### config.mk
export PLATFORM = sky130hd
export DESIGN_NAME = lsu_multi_flat
export DESIGN_NICKNAME = d
export VERILOG_FILES = /design/src/rtl/lsu_multi_if.sv /design/src/rtl/lsu_multi.sv /design/src/flat_wrapper.sv
export SDC_FILE = /design/constraint.sdc
export NUM_CORES = 1
export LEC_CHECK = 0
export ABC_AREA = 1
export CAP_MARGIN = 10
export CORE_ASPECT_RATIO = 0.9
export CORE_MARGIN = 2
export CORE_UTILIZATION = 28
export CTS_BUF_LIST = sky130_fd_sc_hd__clkbuf_16
export CTS_CLUSTER_SIZE = 40
export DETAILED_ROUTE_END_ITERATION = 12
export DONT_BUFFER_PORTS = 1
export PLACE_DENSITY = 0.46
export SLEW_MARGIN = 20
export SYNTH_ARGS = -nofsm -noshare
export SYNTH_HDL_FRONTEND = slang
export SYNTH_SLANG_ARGS = --single-unit
### constraint.sdc
create_clock -name clk -period 2.5 [get_ports clk]
set_input_delay 0.5 -clock clk [delete_from_list [all_inputs] [get_ports clk]]
set_output_delay 0.5 -clock clk [all_outputs]
set_load 0.1 [all_outputs]
### src/rtl/lsu_multi_if.sv
// Load/store unit bundle: request channel, register-file ports, memory bus and completion.
// The master modport is the LSU side; the slave modport is the core/memory environment.
interface lsu_multi_if #(
    parameter int unsigned NREGS  = 16,
    parameter int unsigned ADDR_W = 32
);
    localparam int unsigned IDX_W = $clog2(NREGS);
    localparam int unsigned CNT_W = IDX_W + 1;

    // request from execute
    logic              req_valid;
    logic              req_ready;
    logic              req_load;
    logic [1:0]        req_size;
    logic              req_signed;
    logic              req_multi;
    logic [NREGS-1:0]  req_regmask;
    logic [ADDR_W-1:0] req_addr;

    // register file
    logic [IDX_W-1:0]  rf_raddr;
    logic [31:0]       rf_rdata;
    logic              rf_we;
    logic [IDX_W-1:0]  rf_waddr;
    logic [31:0]       rf_wdata;

    // memory bus
    logic [ADDR_W-1:0] mem_addr;
    logic [31:0]       mem_wdata;
    logic [31:0]       mem_rdata;
    logic [1:0]        mem_width;
    logic              mem_read;
    logic              mem_write;
    logic              mem_ok;

    // completion
    logic              done;
    logic              done_err;
    logic [ADDR_W-1:0] done_addr;
    logic [CNT_W-1:0]  done_count;

    modport master (
        input  req_valid, req_load, req_size, req_signed, req_multi, req_regmask, req_addr,
        input  rf_rdata, mem_rdata, mem_ok,
        output req_ready, rf_raddr, rf_we, rf_waddr, rf_wdata,
        output mem_addr, mem_wdata, mem_width, mem_read, mem_write,
        output done, done_err, done_addr, done_count
    );

    modport slave (
        output req_valid, req_load, req_size, req_signed, req_multi, req_regmask, req_addr,
        output rf_rdata, mem_rdata, mem_ok,
        input  req_ready, rf_raddr, rf_we, rf_waddr, rf_wdata,
        input  mem_addr, mem_wdata, mem_width, mem_read, mem_write,
        input  done, done_err, done_addr, done_count
    );
endinterface

### src/rtl/lsu_multi.sv
// Load/store unit: single LDR/STR (byte/half/word, signed/unsigned) and LDM/STM register-list
// transfers over the mem_ok handshake, with ARM word rotation and a per-beat wait timeout.
module lsu_multi #(
    parameter int unsigned NREGS    = 16,
    parameter int unsigned ADDR_W   = 32,
    parameter int unsigned WAIT_MAX = 255
) (
    input  logic          clk,
    input  logic          rstn,
    lsu_multi_if.master   bus
);
    localparam int unsigned IDX_W  = $clog2(NREGS);
    localparam int unsigned CNT_W  = IDX_W + 1;
    localparam int unsigned WAIT_W = (WAIT_MAX > 0) ? $clog2(WAIT_MAX + 1) : 1;

    localparam logic [1:0] SZ_BYTE = 2'd0;
    localparam logic [1:0] SZ_HALF = 2'd1;
    localparam logic [1:0] SZ_WORD = 2'd2;

    typedef enum logic [1:0] {
        IDLE   = 2'd0,
        ACCESS = 2'd1,
        DONE   = 2'd2
    } state_t;

    state_t state_q, state_n;

    // latched request and per-beat progress
    logic              load_q, load_n;
    logic              signed_q, signed_n;
    logic              multi_q, multi_n;
    logic [1:0]        size_q, size_n;
    logic [NREGS-1:0]  mask_q, mask_n;
    logic [IDX_W-1:0]  cur_q, cur_n;
    logic [ADDR_W-1:0] addr_q, addr_n;
    logic [CNT_W-1:0]  cnt_q, cnt_n;
    logic [WAIT_W-1:0] wait_q, wait_n;

    // registered outputs
    logic              ready_q, ready_n;
    logic              rd_q, rd_n;
    logic              wr_q, wr_n;
    logic [ADDR_W-1:0] maddr_q, maddr_n;
    logic [1:0]        width_q, width_n;
    logic              done_q, done_n;
    logic              derr_q, derr_n;
    logic [ADDR_W-1:0] daddr_q, daddr_n;
    logic [CNT_W-1:0]  dcnt_q, dcnt_n;

    logic              accept;
    logic              beat_ok;
    logic              timeout;
    logic [NREGS-1:0]  rem_mask;
    logic [5:0]        rot_sh;
    logic [31:0]       rot_word;
    logic [31:0]       load_data;

    // index of the lowest set bit (0 when empty)
    function automatic logic [IDX_W-1:0] lowest(input logic [NREGS-1:0] m);
        lowest = '0;
        for (int i = int'(NREGS) - 1; i >= 0; i--) begin
            if (m[i]) lowest = IDX_W'(i);
        end
    endfunction

    // bus address alignment for the transfer width
    function automatic logic [ADDR_W-1:0] align(input logic [ADDR_W-1:0] a, input logic [1:0] sz);
        unique case (sz)
            SZ_BYTE: align = a;
            SZ_HALF: align = a & ~ADDR_W'(1);
            default: align = a & ~ADDR_W'(3);
        endcase
    endfunction

    assign accept   = (state_q == IDLE) && bus.req_valid;
    assign beat_ok  = (state_q == ACCESS) && bus.mem_ok;
    assign timeout  = (state_q == ACCESS) && !bus.mem_ok && (WAIT_MAX != 0)
                      && (wait_q == WAIT_W'(WAIT_MAX - 1));
    assign rem_mask = mask_q & ~(NREGS'(1) << cur_q);

    // state register
    always_ff @(posedge clk) begin
        if (!rstn) state_q <= IDLE;
        else       state_q <= state_n;
    end

    // next-state logic
    always_comb begin
        state_n = state_q;
        unique case (state_q)
            IDLE: begin
                if (accept) state_n = (bus.req_regmask == '0) ? DONE : ACCESS;
            end
            ACCESS: begin
                if (beat_ok) begin
                    if (rem_mask == '0) state_n = DONE;
                end else if (timeout) begin
                    state_n = DONE;
                end
            end
            DONE:    state_n = IDLE;
            default: state_n = IDLE;
        endcase
    end

    // datapath updates and next values of the registered outputs
    always_comb begin
        load_n   = load_q;
        signed_n = signed_q;
        multi_n  = multi_q;
        size_n   = size_q;
        mask_n   = mask_q;
        cur_n    = cur_q;
        addr_n   = addr_q;
        cnt_n    = cnt_q;
        wait_n   = wait_q;

        unique case (state_q)
            IDLE: begin
                if (accept) begin
                    load_n   = bus.req_load;
                    signed_n = bus.req_signed;
                    multi_n  = bus.req_multi;
                    size_n   = (bus.req_multi || bus.req_size == 2'd3) ? SZ_WORD : bus.req_size;
                    // a single transfer keeps only the lowest requested register
                    mask_n   = bus.req_multi ? bus.req_regmask
                                             : (bus.req_regmask & (~bus.req_regmask + NREGS'(1)));
                    cur_n    = lowest(bus.req_regmask);
                    addr_n   = bus.req_addr;
                    cnt_n    = '0;
                    wait_n   = '0;
                end
            end
            ACCESS: begin
                if (beat_ok) begin
                    mask_n = rem_mask;
                    cur_n  = lowest(rem_mask);
                    cnt_n  = cnt_q + CNT_W'(1);
                    wait_n = '0;
                    if (multi_q) addr_n = addr_q + ADDR_W'(4);
                end else begin
                    wait_n = wait_q + WAIT_W'(1);
                end
            end
            default: ;
        endcase

        ready_n = (state_n == IDLE);
        rd_n    = (state_n == ACCESS) && load_n;
        wr_n    = (state_n == ACCESS) && !load_n;
        maddr_n = align(addr_n, size_n);
        width_n = size_n;
        done_n  = (state_n == DONE);
        derr_n  = timeout;
        daddr_n = addr_n;
        dcnt_n  = cnt_n;
    end

    // datapath and output registers
    always_ff @(posedge clk) begin
        if (!rstn) begin
            load_q   <= 1'b0;
            signed_q <= 1'b0;
            multi_q  <= 1'b0;
            size_q   <= '0;
            mask_q   <= '0;
            cur_q    <= '0;
            addr_q   <= '0;
            cnt_q    <= '0;
            wait_q   <= '0;
            ready_q  <= 1'b1;
            rd_q     <= 1'b0;
            wr_q     <= 1'b0;
            maddr_q  <= '0;
            width_q  <= '0;
            done_q   <= 1'b0;
            derr_q   <= 1'b0;
            daddr_q  <= '0;
            dcnt_q   <= '0;
        end else begin
            load_q   <= load_n;
            signed_q <= signed_n;
            multi_q  <= multi_n;
            size_q   <= size_n;
            mask_q   <= mask_n;
            cur_q    <= cur_n;
            addr_q   <= addr_n;
            cnt_q    <= cnt_n;
            wait_q   <= wait_n;
            ready_q  <= ready_n;
            rd_q     <= rd_n;
            wr_q     <= wr_n;
            maddr_q  <= maddr_n;
            width_q  <= width_n;
            done_q   <= done_n;
            derr_q   <= derr_n;
            daddr_q  <= daddr_n;
            dcnt_q   <= dcnt_n;
        end
    end

    // load data: ARM rotation for single word loads, zero/sign extension for byte and half
    always_comb begin
        rot_sh   = {1'b0, addr_q[1:0], 3'b000};
        rot_word = 32'({bus.mem_rdata, bus.mem_rdata} >> rot_sh);
        unique case (size_q)
            SZ_BYTE: load_data = {{24{signed_q & bus.mem_rdata[7]}}, bus.mem_rdata[7:0]};
            SZ_HALF: load_data = {{16{signed_q & bus.mem_rdata[15]}}, bus.mem_rdata[15:0]};
            default: load_data = multi_q ? bus.mem_rdata : rot_word;
        endcase
    end

    assign bus.req_ready  = ready_q;
    assign bus.rf_raddr   = cur_q;
    assign bus.rf_waddr   = cur_q;
    assign bus.rf_we      = (state_q == ACCESS) && load_q && bus.mem_ok;
    assign bus.rf_wdata   = load_data;
    assign bus.mem_addr   = maddr_q;
    assign bus.mem_wdata  = bus.rf_rdata;
    assign bus.mem_width  = width_q;
    assign bus.mem_read   = rd_q;
    assign bus.mem_write  = wr_q;
    assign bus.done       = done_q;
    assign bus.done_err   = derr_q;
    assign bus.done_addr  = daddr_q;
    assign bus.done_count = dcnt_q;
endmodule

### src/flat_wrapper.sv
// flat-port wrapper written by rule: the top's interface ports become plain ports
module lsu_multi_flat 
#(
    parameter int unsigned NREGS    = 16,
    parameter int unsigned ADDR_W   = 32,
    parameter int unsigned WAIT_MAX = 255
)
  (clk, rstn, bus_req_valid, bus_req_load, bus_req_size, bus_req_signed, bus_req_multi, bus_req_regmask, bus_req_addr, bus_rf_rdata, bus_mem_rdata, bus_mem_ok, bus_req_ready, bus_rf_raddr, bus_rf_we, bus_rf_waddr, bus_rf_wdata, bus_mem_addr, bus_mem_wdata, bus_mem_width, bus_mem_read, bus_mem_write, bus_done, bus_done_err, bus_done_addr, bus_done_count);
  lsu_multi_if #(.NREGS(NREGS), .ADDR_W(ADDR_W)) bus_i ();
  input  logic clk;
  input  logic rstn;
  input wire logic [$bits(bus_i.req_valid)-1:0] bus_req_valid;
  input wire logic [$bits(bus_i.req_load)-1:0] bus_req_load;
  input wire logic [$bits(bus_i.req_size)-1:0] bus_req_size;
  input wire logic [$bits(bus_i.req_signed)-1:0] bus_req_signed;
  input wire logic [$bits(bus_i.req_multi)-1:0] bus_req_multi;
  input wire logic [$bits(bus_i.req_regmask)-1:0] bus_req_regmask;
  input wire logic [$bits(bus_i.req_addr)-1:0] bus_req_addr;
  input wire logic [$bits(bus_i.rf_rdata)-1:0] bus_rf_rdata;
  input wire logic [$bits(bus_i.mem_rdata)-1:0] bus_mem_rdata;
  input wire logic [$bits(bus_i.mem_ok)-1:0] bus_mem_ok;
  output wire logic [$bits(bus_i.req_ready)-1:0] bus_req_ready;
  output wire logic [$bits(bus_i.rf_raddr)-1:0] bus_rf_raddr;
  output wire logic [$bits(bus_i.rf_we)-1:0] bus_rf_we;
  output wire logic [$bits(bus_i.rf_waddr)-1:0] bus_rf_waddr;
  output wire logic [$bits(bus_i.rf_wdata)-1:0] bus_rf_wdata;
  output wire logic [$bits(bus_i.mem_addr)-1:0] bus_mem_addr;
  output wire logic [$bits(bus_i.mem_wdata)-1:0] bus_mem_wdata;
  output wire logic [$bits(bus_i.mem_width)-1:0] bus_mem_width;
  output wire logic [$bits(bus_i.mem_read)-1:0] bus_mem_read;
  output wire logic [$bits(bus_i.mem_write)-1:0] bus_mem_write;
  output wire logic [$bits(bus_i.done)-1:0] bus_done;
  output wire logic [$bits(bus_i.done_err)-1:0] bus_done_err;
  output wire logic [$bits(bus_i.done_addr)-1:0] bus_done_addr;
  output wire logic [$bits(bus_i.done_count)-1:0] bus_done_count;
  assign bus_i.req_valid = bus_req_valid;
  assign bus_i.req_load = bus_req_load;
  assign bus_i.req_size = bus_req_size;
  assign bus_i.req_signed = bus_req_signed;
  assign bus_i.req_multi = bus_req_multi;
  assign bus_i.req_regmask = bus_req_regmask;
  assign bus_i.req_addr = bus_req_addr;
  assign bus_i.rf_rdata = bus_rf_rdata;
  assign bus_i.mem_rdata = bus_mem_rdata;
  assign bus_i.mem_ok = bus_mem_ok;
  assign bus_req_ready = bus_i.req_ready;
  assign bus_rf_raddr = bus_i.rf_raddr;
  assign bus_rf_we = bus_i.rf_we;
  assign bus_rf_waddr = bus_i.rf_waddr;
  assign bus_rf_wdata = bus_i.rf_wdata;
  assign bus_mem_addr = bus_i.mem_addr;
  assign bus_mem_wdata = bus_i.mem_wdata;
  assign bus_mem_width = bus_i.mem_width;
  assign bus_mem_read = bus_i.mem_read;
  assign bus_mem_write = bus_i.mem_write;
  assign bus_done = bus_i.done;
  assign bus_done_err = bus_i.done_err;
  assign bus_done_addr = bus_i.done_addr;
  assign bus_done_count = bus_i.done_count;
  lsu_multi #(.NREGS(NREGS), .ADDR_W(ADDR_W), .WAIT_MAX(WAIT_MAX)) u_core (.clk(clk), .rstn(rstn), .bus(bus_i));
endmodule
# --- After elaboration in Yosys (flattened, before gate mapping) ---
# Cells that the tools add are included.
classes:
  eq_ne: 9
  mux: 63
  n_addsub: 4
  reduce_logical: 21
  shifts: 2
  n_bitwise: 6
op_table:
  columns: ["cell", "count"]
  rows:
  - ["$mux 4", 34]
  - ["$mux 32", 4]
  - ["$pmux 32 s2", 2]
  - ["$shr 64x5->32", 1]
  - ["$mux 16", 3]
  - ["$add 32x3->32 const B", 1]
  - ["$and 16x16->16", 2]
  - ["$logic_not 16->1", 2]
  - ["$not 16->16", 2]
  - ["$pmux 16 s2", 1]
  - ["$add 16x1->16 const B", 1]
  - ["$mux 2", 8]
  - ["$mux 8", 2]
  - ["$pmux 8 s2", 1]
  - ["$shl 1x4->16 const A", 1]
  - ["$mux 5", 2]
  - ["$pmux 5 s2", 1]
  - ["$add 8x1->8 const B", 1]
  - ["$eq 2x1->1 const B", 4]
  - ["$eq 8x8->1 const B", 1]
  - ["$logic_and 1x1->1", 8]
  - ["$logic_not 2->1", 4]
  - ["$pmux 2 s2", 2]
  - ["$pmux 4 s2", 1]
  - ["10 further kinds", 16]
totals:
  word_cells: 121
  output_inout_bits: 149
  in_bits: 121
  regBits: 109

# --- Logic depth before layout (Yosys ltp) ---
depth:
  word_depth: 21
  depth_mapped: 19
  mapped_depth_nobuf: 19

# --- Least setup slack after synthesis ---
# Ideal clock, no wire load.
synth_timing:
  path_type: "flip-flop to output port"
  startpoint: "reg u_core.addr_q[0]"
  endpoint: "out bus_rf_wdata[23]"
  setup_slack_ns: -1.299
  n_path_buf: 2
  t_required_ns: 2.000
  t_arrival_ns: 3.299
  path_stages_with_launch: 7
  path_cell_list: "dfxtp_1 > clkbuf_1 > clkbuf_1 > nand2_1 > nand3_1 > o21ai_0 > o221ai_1"
synth_between:
  elab_chain_cells: 3
synth_lines:
  columns: ["item", "line_no", "source"]
  rows:
  - ["start: declaration", "lsu_multi.sv:35", "logic [ADDR_W-1:0] addr_q, addr_n;"]
  - ["start signal: assignment", "lsu_multi.sv:187", "addr_q <= addr_n;"]
  - ["$shr 64x5->32", "lsu_multi.sv:205", "rot_word = 32'({bus.mem_rdata, bus.mem_rdata} >> rot_sh);"]
  - ["$mux 32", "lsu_multi.sv:209", "default: load_data = multi_q ? bus.mem_rdata : rot_word;"]
  - ["$pmux 32 s2", "lsu_multi.sv:206", "unique case (size_q)"]
  - ["end: declaration", "flat_wrapper.sv:26", "output wire logic [$bits(bus_i.rf_wdata)-1:0] bus_rf_wdata;"]
# Every way passes these cells.

# --- Worst setup path after layout ---
layout_timing:
  startpoint: "reg u_core.multi_q"
  endpoint: "out bus_rf_wdata[21]"
layout_between:
  elab_chain_cells: 2
layout_lines:
  columns: ["item", "line_no", "source"]
  rows:
  - ["start: declaration", "lsu_multi.sv:31", "logic multi_q, multi_n;"]
  - ["start signal: assignment", "lsu_multi.sv:183", "multi_q <= multi_n;"]
  - ["$mux 32", "lsu_multi.sv:209", null]
  - ["$pmux 32 s2", "lsu_multi.sv:206", null]
# Every way passes these cells.

==> summary.txt <==
Outcome -> finished, final reports clean
Most frequent cells in the layout -> 208 x nand2_1, 113 x o21ai_0, 102 x inv_1
Row count -> 51
Crit path capture type -> output port
Worst EP arrival -> 1.81 ns
Final Max Slew Viols -> 0
Worst setup margin -> 0.1878 ns
Worst Path Buf+Inv -> 2
Power Internal -> 0.002769 W
CP max stage cell -> dfxtp_1
Root Buffer -> clkbuf_16
Crit Path Class -> flop to output port
Synth Flop Type -> dfxtp_1
Die W -> 161.2 um
Register area share after synthesis -> 0.2540
Drt drc -> 0
Vias in the first global route -> 6328
Worst Skew -> 0.009986 ns
Max incr delay on CP -> 0.42 ns
Commonest non-fill, non-tap cell in the layout -> nand2_1
Syn nets -> 1128
Relative slew slack -> 0.5800
I/O Buffers -> 0
Die ar. -> 0.02345 mm^2
Share of cells above drive strength 1 -> 0.1984
Placed instance area -> 0.007448 mm^2
Post-synthesis average cell area -> 6.207 um^2
Placer Congestion -> 0.8282
Worst VDD drop -> 0.3664 mV
Fmax -> 432.5 MHz
Routed WL per cell -> 16.99 um
Final Hold Vio Count -> 0
Clock Sinks -> 79
Core Footprint -> 0.02176 mm^2
Total number of vias -> 6700
Final Cycle Share -> 0.9249
Hold Crit Class -> primary input to flop
Register share of total power -> 0.268
Total global routing overflow -> 0
Async SR Flop Fraction -> 0
Most used cell, CP -> buf_12
Pre-antenna DRT Iters -> 5
Area Growth Syn to Fin -> 24.88%
Critical Path, Cell by Cell -> nor2_2 -> buf_12 -> o21ai_0 -> o221ai_4 -> buf_12
Largest net degree at the start of global routing -> 62
Dpl hpwl -> 16980 um
CTS max path bufs -> 2
Leakage -> 3.055 nW
Post-synth EDFFs -> 0
Sw frac -> 0.4983
P_sw -> 0.002750 W
Initial DRC count -> 549
Tmin final -> 2.312 ns
CP Launch Type -> flop
Post-Synthesis Cells -> 1003
Fillcell total -> 2351
Num CTS Buffers -> 9
Yosys reg bits -> 79
Critical Path RT -> 2.00 ns
Final Cell Area -> 0.007775 mm^2
Tightest Pin Transition -> 0.6292 ns
Initial Utilization -> 0.2861
Dpl ws -> 0.2096 ns
Vias per cell -> 5.158
Worst-path clk slew -> 0.07 ns
Initial antenna violation count -> 0
Clock share of power -> 0.238
H-tree levels -> 3
ANT cells -> 0
Distinct cells, synth -> 47
Crit-path leading delay family -> buffers and inverters
Synth warn -> 0
Top Ports -> 270
First-pass GRT wire length -> 34920 um
Total power -> 0.005519 W
GRT Util Overall -> 0.1848
Height of the die -> 145.5 um
RSZ-0062 raised after global routing -> false
ANT nets after route -> 0
Final #Nets -> 1128
Max-cap violations -> 0
Post-Route WL -> 22080 um
Final setup fails -> 0
Critical-path maximum fanout -> 39
CTS Hold Bufs -> 0
CTS tree -> yes
Combinational group share of total power -> 0.495
Mapped Area -> 0.006226 mm^2
Later-pin clock latency in the skew report -> 0.35 ns
Pwr Density -> 709.8 mW/mm^2
==> Yosys cell counts, types with 6 or more instances <==
cell type / instances / area share
dfxtp_1: 79 / 0.25
o21ai_0: 113 / 0.091
nand3_1: 74 / 0.059
nor3_1: 26 / 0.021
buf_4: 66 / 0.080
o22ai_1: 8 / 0.0080
o211ai_1: 8 / 0.0096
inv_1: 104 / 0.063
o221ai_1: 8 / 0.011
a221oi_1: 28 / 0.039
clkbuf_1: 42 / 0.025
nor4_1: 9 / 0.0090
xor2_1: 6 / 0.0084
nand4_1: 12 / 0.012
a21oi_1: 47 / 0.038
nor2_1: 82 / 0.049
a31oi_1: 18 / 0.018
nand2_1: 212 / 0.13
==> kinds of logic after synthesis <==
group / count (synthesis) / share of synthesized area
AND/OR/NAND/NOR: 436 / 0.3079
AO/OA/AOI/OAI: 252 / 0.2434
buffers and inverters: 224 / 0.1754
adder cells (fa/ha/maj): 4 / 0.008039
flip-flops: 79 / 0.2540
XOR/XNOR: 8 / 0.01125
==> through the flow <==
stage / hold WS (ns) / util / setup TNS (ns) / instances
after CTS: 0.2129 / 0.3557 / 0 / 1297
after global routing: 0.2226 / 0.3573 / 0 / 1299
final: 0.2295 / 0.3573 / 0 / 1299
after global placement: 0.4501 / 0.3423 / 0 / 1281
after floorplan: 0.4318 / - / -2.402 / 1003
after detailed placement: 0.4506 / 0.3423 / 0 / 1281
==> final cells by class <==
class | count | area [um^2] | area share
Tap cell | 291 | 364.1 | 0.04683
Sequential cell | 79 | 1637 | 0.2105
Clock buffer | 10 | 250.2 | 0.03219
Inverter | 110 | 420.4 | 0.05407
Clock inverter | 6 | 41.29 | 0.005311
Timing Repair Buffer | 103 | 1272 | 0.1637
Multi-Input combinational cell | 700 | 3790 | 0.4874
==> final timing paths <==
| check | end | slack [ns] | from | cells after the start |
|---|---|---|---|---|
| hold reg to reg | u_core.mask_q[4]$_SDFFE_PN0P_ | 0.47 | u_core.mask_q[4]$_SDFFE_PN0P_ | 2 |
| hold / removal | u_core.bus.req_ready$_SDFF_PN1_ | 0.23 | rstn | 1 |
| setup / recovery | bus_rf_wdata[21] | 0.19 | u_core.multi_q$_SDFFE_PN0P_ | 5 |
| setup reg to reg | u_core.bus.mem_read$_SDFF_PN0_ | 0.24 | u_core.bus.rf_raddr[1]$_SDFFE_PN0P_ | 13 |
==> routing by layer <==
| metal | global-route usage | share of wire | wire (um) | up-vias |
|---|---|---|---|---|
| met5 | 0 | 0 | 0 | - |
| met4 | 0.06473 | 0.023 | 512 | 0 |
| met3 | 0.04560 | 0.068 | 1497 | 36 |
| met2 | 0.2925 | 0.44 | 9814 | 210 |
| met1 | 0.2448 | 0.46 | 10250 | 3090 |
| li1 | - | - | - | 3364 |
==> what timing repair did <==
| item | in CTS | in global routing |
|---|---|---|
| buffers inserted | 0 | 2 |
| setup endpoints to repair | 0 | 7 |
| gates resized for setup | 0 | 2 |
==> power by group through the flow <==
stage	Combinational (W)	Clock [W]	Sequential [W]
2_1_floorplan	0.00191	0	0.00193
3_3_place_gp	0.00274	0	0.00150
3_5_place_dp	0.00274	0	0.00150
4_1_cts	0.00274	0.00134	0.00148
5_1_grt	0.00288	0.00139	0.00149
6_report	0.00273	0.00131	0.00148
Power figures use the tool's default switching activity.
